`config.mk`:
```
export PLATFORM = sky130hd
export DESIGN_NAME = ex_stage
export DESIGN_NICKNAME = d
export VERILOG_FILES = /design/src/rtl/mips_pkg.sv /design/src/rtl/mul_iter.sv /design/src/rtl/ex_stage.sv
export SDC_FILE = /design/constraint.sdc
export NUM_CORES = 1
export LEC_CHECK = 0
export BUFFER_PORTS_ARGS = -buffer_cell sky130_fd_sc_hd__buf_2
export CELL_PAD_IN_SITES_DETAIL_PLACEMENT = 1
export CELL_PAD_IN_SITES_GLOBAL_PLACEMENT = 1
export CORE_AREA = 2 2 124 186
export DETAILED_ROUTE_END_ITERATION = 10
export DIE_AREA = 0 0 126 188
export GPL_ROUTABILITY_DRIVEN = 1
export GPL_TIMING_DRIVEN = 1
export PLACE_DENSITY = 0.95
export RECOVER_POWER = 50
export SLEW_MARGIN = 10
export SYNTH_ARGS = -nofsm -noshare
export SYNTH_HDL_FRONTEND = slang
export SYNTH_SLANG_ARGS = --single-unit
```
`constraint.sdc`:
```
create_clock -name vclk -period 10.8
set_clock_uncertainty 0.05 [all_clocks]
set_input_delay 2.16 -clock vclk [all_inputs]
set_output_delay 2.16 -clock vclk [all_outputs]
set_load 0.02 [all_outputs]
```
`src/rtl/mips_pkg.sv`:
```
// mips_pkg: shared encodings for the execute stage (ALU ops, forward selects, multiplier FSM).
package mips_pkg;
  typedef enum logic [2:0] {
    ALU_AND  = 3'b000,
    ALU_OR   = 3'b001,
    ALU_ADD  = 3'b010,
    ALU_NONE = 3'b011,
    ALU_MFLO = 3'b100,
    ALU_MFHI = 3'b101,
    ALU_SUB  = 3'b110,
    ALU_SLT  = 3'b111
  } alu_op_e;
  typedef enum logic [1:0] {
    FWD_REG  = 2'b00,
    FWD_WB   = 2'b01,
    FWD_MEM  = 2'b10,
    FWD_REG2 = 2'b11
  } fwd_e;
  typedef enum logic {
    MUL_IDLE,
    MUL_BUSY
  } mul_state_e;
endpackage

```
`src/rtl/mul_iter.sv`:
```
// mul_iter: iterative 32x32 unsigned shift-add multiplier; product register updates
// atomically on the 32nd step and otherwise holds its previous value.
module mul_iter
  import mips_pkg::*;
(
  input  logic        clk,
  input  logic        rst_n,
  input  logic        start,
  input  logic [31:0] a,
  input  logic [31:0] b,
  output logic        busy,
  output logic [63:0] product
);
  mul_state_e state, state_n;
  logic [4:0] count;
  logic [31:0] mcand;
  logic [63:0] acc;
  logic [32:0] sum;
  logic last;
  // acc holds {partial high, remaining multiplier bits}; each step shifts right by one
  assign sum = {1'b0, acc[63:32]} + {1'b0, acc[0] ? mcand : 32'd0};
  assign last = state == MUL_BUSY && count == 5'd31;
  assign busy = state == MUL_BUSY;
  always_comb begin
    state_n = state;
    if (state == MUL_IDLE && start) state_n = MUL_BUSY;
    else if (last) state_n = MUL_IDLE;
  end
  always_ff @(posedge clk or negedge rst_n)
    if (!rst_n) state <= MUL_IDLE;
    else state <= state_n;
  always_ff @(posedge clk or negedge rst_n)
    if (!rst_n) begin
      count   <= '0;
      mcand   <= '0;
      acc     <= '0;
      product <= '0;
    end else if (state == MUL_IDLE && start) begin
      count <= '0;
      mcand <= a;
      acc   <= {32'd0, b};
    end else if (state == MUL_BUSY) begin
      count <= count + 5'd1;
      acc   <= {sum, acc[31:1]};
      if (last) product <= {sum, acc[31:1]};
    end
endmodule

```
`src/rtl/ex_stage.sv`:
```
// ex_stage: MIPS execute stage with forwarding muxes, ALU and optional HI/LO multiplier.
// Multiplier, HI/LO and MFHI/MFLO exist only when MULT_UNIT_EN is defined.
module ex_stage
  import mips_pkg::*;
(
  input  logic        clk,
  input  logic        rst_n,
  input  logic [31:0] RD1E,
  input  logic [31:0] RD2E,
  input  logic [4:0]  RsE,
  input  logic [4:0]  RtE,
  input  logic [4:0]  RdE,
  input  logic [31:0] SignImmE,
  input  logic        RegDstE,
  input  logic        ALUSrcE,
  input  logic [2:0]  ALUControlE,
  input  logic [1:0]  ForwardAE,
  input  logic [1:0]  ForwardBE,
  input  logic [31:0] ALUOutM,
  input  logic [31:0] ResultW,
  input  logic        MulStartE,
  output logic [31:0] ALUOutE,
  output logic [31:0] WriteDataE,
  output logic [4:0]  WriteRegE,
  output logic        ZeroE,
  output logic        MulBusyE,
  output logic        MulHazardE
);
  logic [31:0] src_a, src_b, hi, lo;
  logic unused_rs;
  assign unused_rs = ^RsE;
  assign src_a = ForwardAE == FWD_MEM ? ALUOutM : ForwardAE == FWD_WB ? ResultW : RD1E;
  assign WriteDataE = ForwardBE == FWD_MEM ? ALUOutM : ForwardBE == FWD_WB ? ResultW : RD2E;
  assign src_b = ALUSrcE ? SignImmE : WriteDataE;
  assign WriteRegE = RegDstE ? RdE : RtE;
`ifdef MULT_UNIT_EN
  logic [63:0] product;
  mul_iter u_mul (
    .clk     (clk),
    .rst_n   (rst_n),
    .start   (MulStartE),
    .a       (src_a),
    .b       (WriteDataE),
    .busy    (MulBusyE),
    .product (product)
  );
  assign {hi, lo} = product;
  assign MulHazardE = MulBusyE & (MulStartE | ALUControlE == ALU_MFLO | ALUControlE == ALU_MFHI);
`else
  logic unused_mul;
  assign unused_mul = ^{clk, rst_n, MulStartE};
  assign hi = '0;
  assign lo = '0;
  assign MulBusyE = 1'b0;
  assign MulHazardE = 1'b0;
`endif
  always_comb begin
    ALUOutE = '0;
    case (alu_op_e'(ALUControlE))
      ALU_ADD:  ALUOutE = src_a + src_b;
      ALU_SUB:  ALUOutE = src_a - src_b;
      ALU_AND:  ALUOutE = src_a & src_b;
      ALU_OR:   ALUOutE = src_a | src_b;
      ALU_SLT:  ALUOutE = {31'd0, $signed(src_a) < $signed(src_b)};
      ALU_MFLO: ALUOutE = lo;
      ALU_MFHI: ALUOutE = hi;
      default:  ALUOutE = '0;
    endcase
  end
  assign ZeroE = ALUOutE == 32'd0;
endmodule

```
==> impl_results.md <==
- Slew Limit Headroom: 15.8%
- RSZ-0062 raised after global routing: false
- Largest net degree at the start of global routing: 64
- Vias in the first global route: 11000
- Worst-Margin Slew: 1260 ps
- Hold Worst Slack: 4620 ps
- Final setup TNS: 0 ps
- Static Leak: 4.61 nW
- FMAX: 98.5 MHz
- Pre-CTS setup slack: 928 ps
- Synth Area in Adders: 16.6%
- Max IR drop VDD: 0.0476 mV
- Final-layout fill cell count: 2983
- Share of layout cells above drive strength 1: between 20% and 30%
- Share of the synthesized area in the top cell type: about 16%
- Area leader, netlist: ha_1
- Crit share post-route: 94.0%
- Hold Crit Class: primary input to output pin
- Area delta synth->final: 16.2%
- Post-Route WL: 39.5 mm
- Die height: 188 um
- Max-slew violations: 0
- WS Path Type: primary input to output pin
- Xor/xnor share of the synthesized area: 2.19%
- Hold path depth: 3
- Vias: 10500
- Hpwl dp: 32.3 mm
- Post-CTS Setup Inserts: 0
- GPL Wtd Cong: 0.990
- Minimum clock period: between 10000 and 15000 ps
- Post-CTS Hold Buffers: 0
- Residual DRC: 0
- Final #Nets: 1683
- Routed len/inst: 23.7 um
- Post-synthesis area per instance: 6.63 sq um
- Post-layout worst setup margin: roughly 650 ps
- Number of top-level pins: 259
- Core area: 22100 sq um
- Req. time, crit path: 8590 ps
- Multi-input combinational cell area: 7160 sq um
- Max_cap viols: 0
- Endpoints failing setup: 0
- Final Hold Fails: 0
- FP Rows: 67
- Sequential Area: 0 sq um
- Layout Cell Area excl Fill: 9320 sq um
- Sequential area share after synthesis: 0%
- PwrDens: 83.8 nW/um^2
- Maximum fanout along the worst path: 33
- Total track usage: 30.8%
- 1st-iter DRT viols: 755
- Clock buffer count: 0
- Initial antenna violation count: 3
- Die X: 126 um
- Worst setup SP type: primary input
- Inst Count DP: around 1700
- Syn Std Cell Area: 8020 sq um
- Setup crit end kind: output pin
- Post-DR vias/cell: 6.28
- Final Util: 42.1%
- Cts repair resizes: 0
- Min-delay src: RtE[1]
- Total power draw: 0.781 mW
- Remaining antenna violation count after routing: 0
- Num sequential: 0
- WHS Endpoint: WriteRegE[1]
- Post-synthesis simple-gate area fraction: about a fifth
- First-pass GRT wire length: 59.2 mm
- Combinational family with the most area after synthesis: compound AO/OA/AOI/OAI gates
- Starting density of the core: a little over a third
- Post-Synthesis Cells: 1210
- Mux contribution to synthesized area: 19.4%
- Worst Path Arrival: 7940 ps
- Port bufs: 249
- Cell variety after synth: 76
- Non-filler cells, final: 1668
- Compound-Gate Fraction of Synth Area: 29.8%
- Yosys warns: 0
- Drt pass-1 iters: 5
- Die area: 23700 sq um
- Gr ovfl total: 0
- Top cells by area, synth: ha_1 (16%), mux2i_1 (9.7%), mux2_2 (9.7%)
- Status: finished, final reports clean
- Area post-placement: 9350 sq um
worst max-delay path: stages:
cell and delay (ps):
buf_2 470, o21ai_0 230, o21ai_0 490, ha_1 360, inv_1 120, fa_1 490
nand2b_1 200, a211oi_1 590, o21ai_0 160, a22oi_1 240, xnor2_1 160, o22ai_1 120
or4_1 540, nor4b_1 510, nand4bb_1 190, or4_4 480, nor4_4 210, buf_2 200
how the worst max path moves through the flow:
stage	start	endpoint	slack (ps)	cells after the start
4_1_cts	ForwardBE[1]	ZeroE	910	18
6_report	ForwardBE[1]	ZeroE	650	18
2_1_floorplan	ForwardBE[0]	ZeroE	1610	20
3_5_place_dp	ForwardBE[1]	ZeroE	930	18
5_1_grt	ForwardBE[1]	ZeroE	410	18
3_3_place_gp	ForwardBE[1]	ZeroE	1130	18
cells in the final DEF, fill, tap and decap left out, types with 5 or more instances in the layout:
cell type  Yosys  routed
mux2i_1       78      78
o211ai_1      17      17
nand3_1       16      16
mux2_2        69      69
nand2b_1       8       8
nor3_1        22      22
nor4_1         5       5
nand2_1      154     154
a311oi_1       5       5
nor2_1        71      71
a221oi_1       5       5
and3_1         5       5
xnor2_1       18      18
a21oi_1       56      56
buf_2         13     218
nand4_1       10      10
nor2b_1       17      17
a21o_1        12      12
a31oi_1       13      13
ha_1         103     103
clkbuf_1      46      31
a211o_1        5       5
o22ai_1       17      17
o21a_1        38      38
a211oi_1      12      12
o21bai_1      10      10
o21ai_0      123     123
inv_1        131     131
buf_4          8       9
or3_1          9       9
o31ai_1       16      16
or2_2          8       8
metal layers:
| metal | vias up | GRT usage [%] | routed length, um |
|---|---|---|---|
| li1 | 4656 | - | - |
| met1 | 4989 | 32.0 | 13700 |
| met2 | 612 | 57.8 | 20400 |
| met3 | 214 | 3.40 | 2460 |
| met4 | 0 | 19.5 | 3010 |
| met5 | - | 0 | 0 |
Yosys cell counts (17+ instances only):
library cell  number
a21oi_1           56
clkbuf_1          46
ha_1             103
inv_1            131
mux2_2            69
mux2i_1           78
nand2_1          154
nor2_1            71
nor2b_1           17
nor3_1            22
o211ai_1          17
o21a_1            38
o21ai_0          123
o22ai_1           17
xnor2_1           18
power by group:
group	switching (mW)	internal (mW)	total, mW	leakage [nW]
Combinational	0.509	0.272	0.781	4.61
Sequential	0	0	0	0
Clock	0	0.0000000372	0.0000000372	0.0000190
Total	0.509	0.272	0.781	4.61
logic make-up (layout without fill, tap and decap cells):
logic type	count (synthesis)	after routing
muxes	147	147
other	1	5
xor gates and xnor gates	20	20
adders and majority gates	105	105
and+or+nand+nor	354	354
AOI/OAI and AO/OA	369	369
buffers and inverters	214	392
final cells by class:
class                           instances  area share (%)
Inverter                              132            5.32
Timing Repair Buffer                  260            14.1
Tap cell                              276            3.71
Multi-Input combinational cell        997            76.8
Antenna cell                            3          0.0806
(Power assumes the default switching activity.)
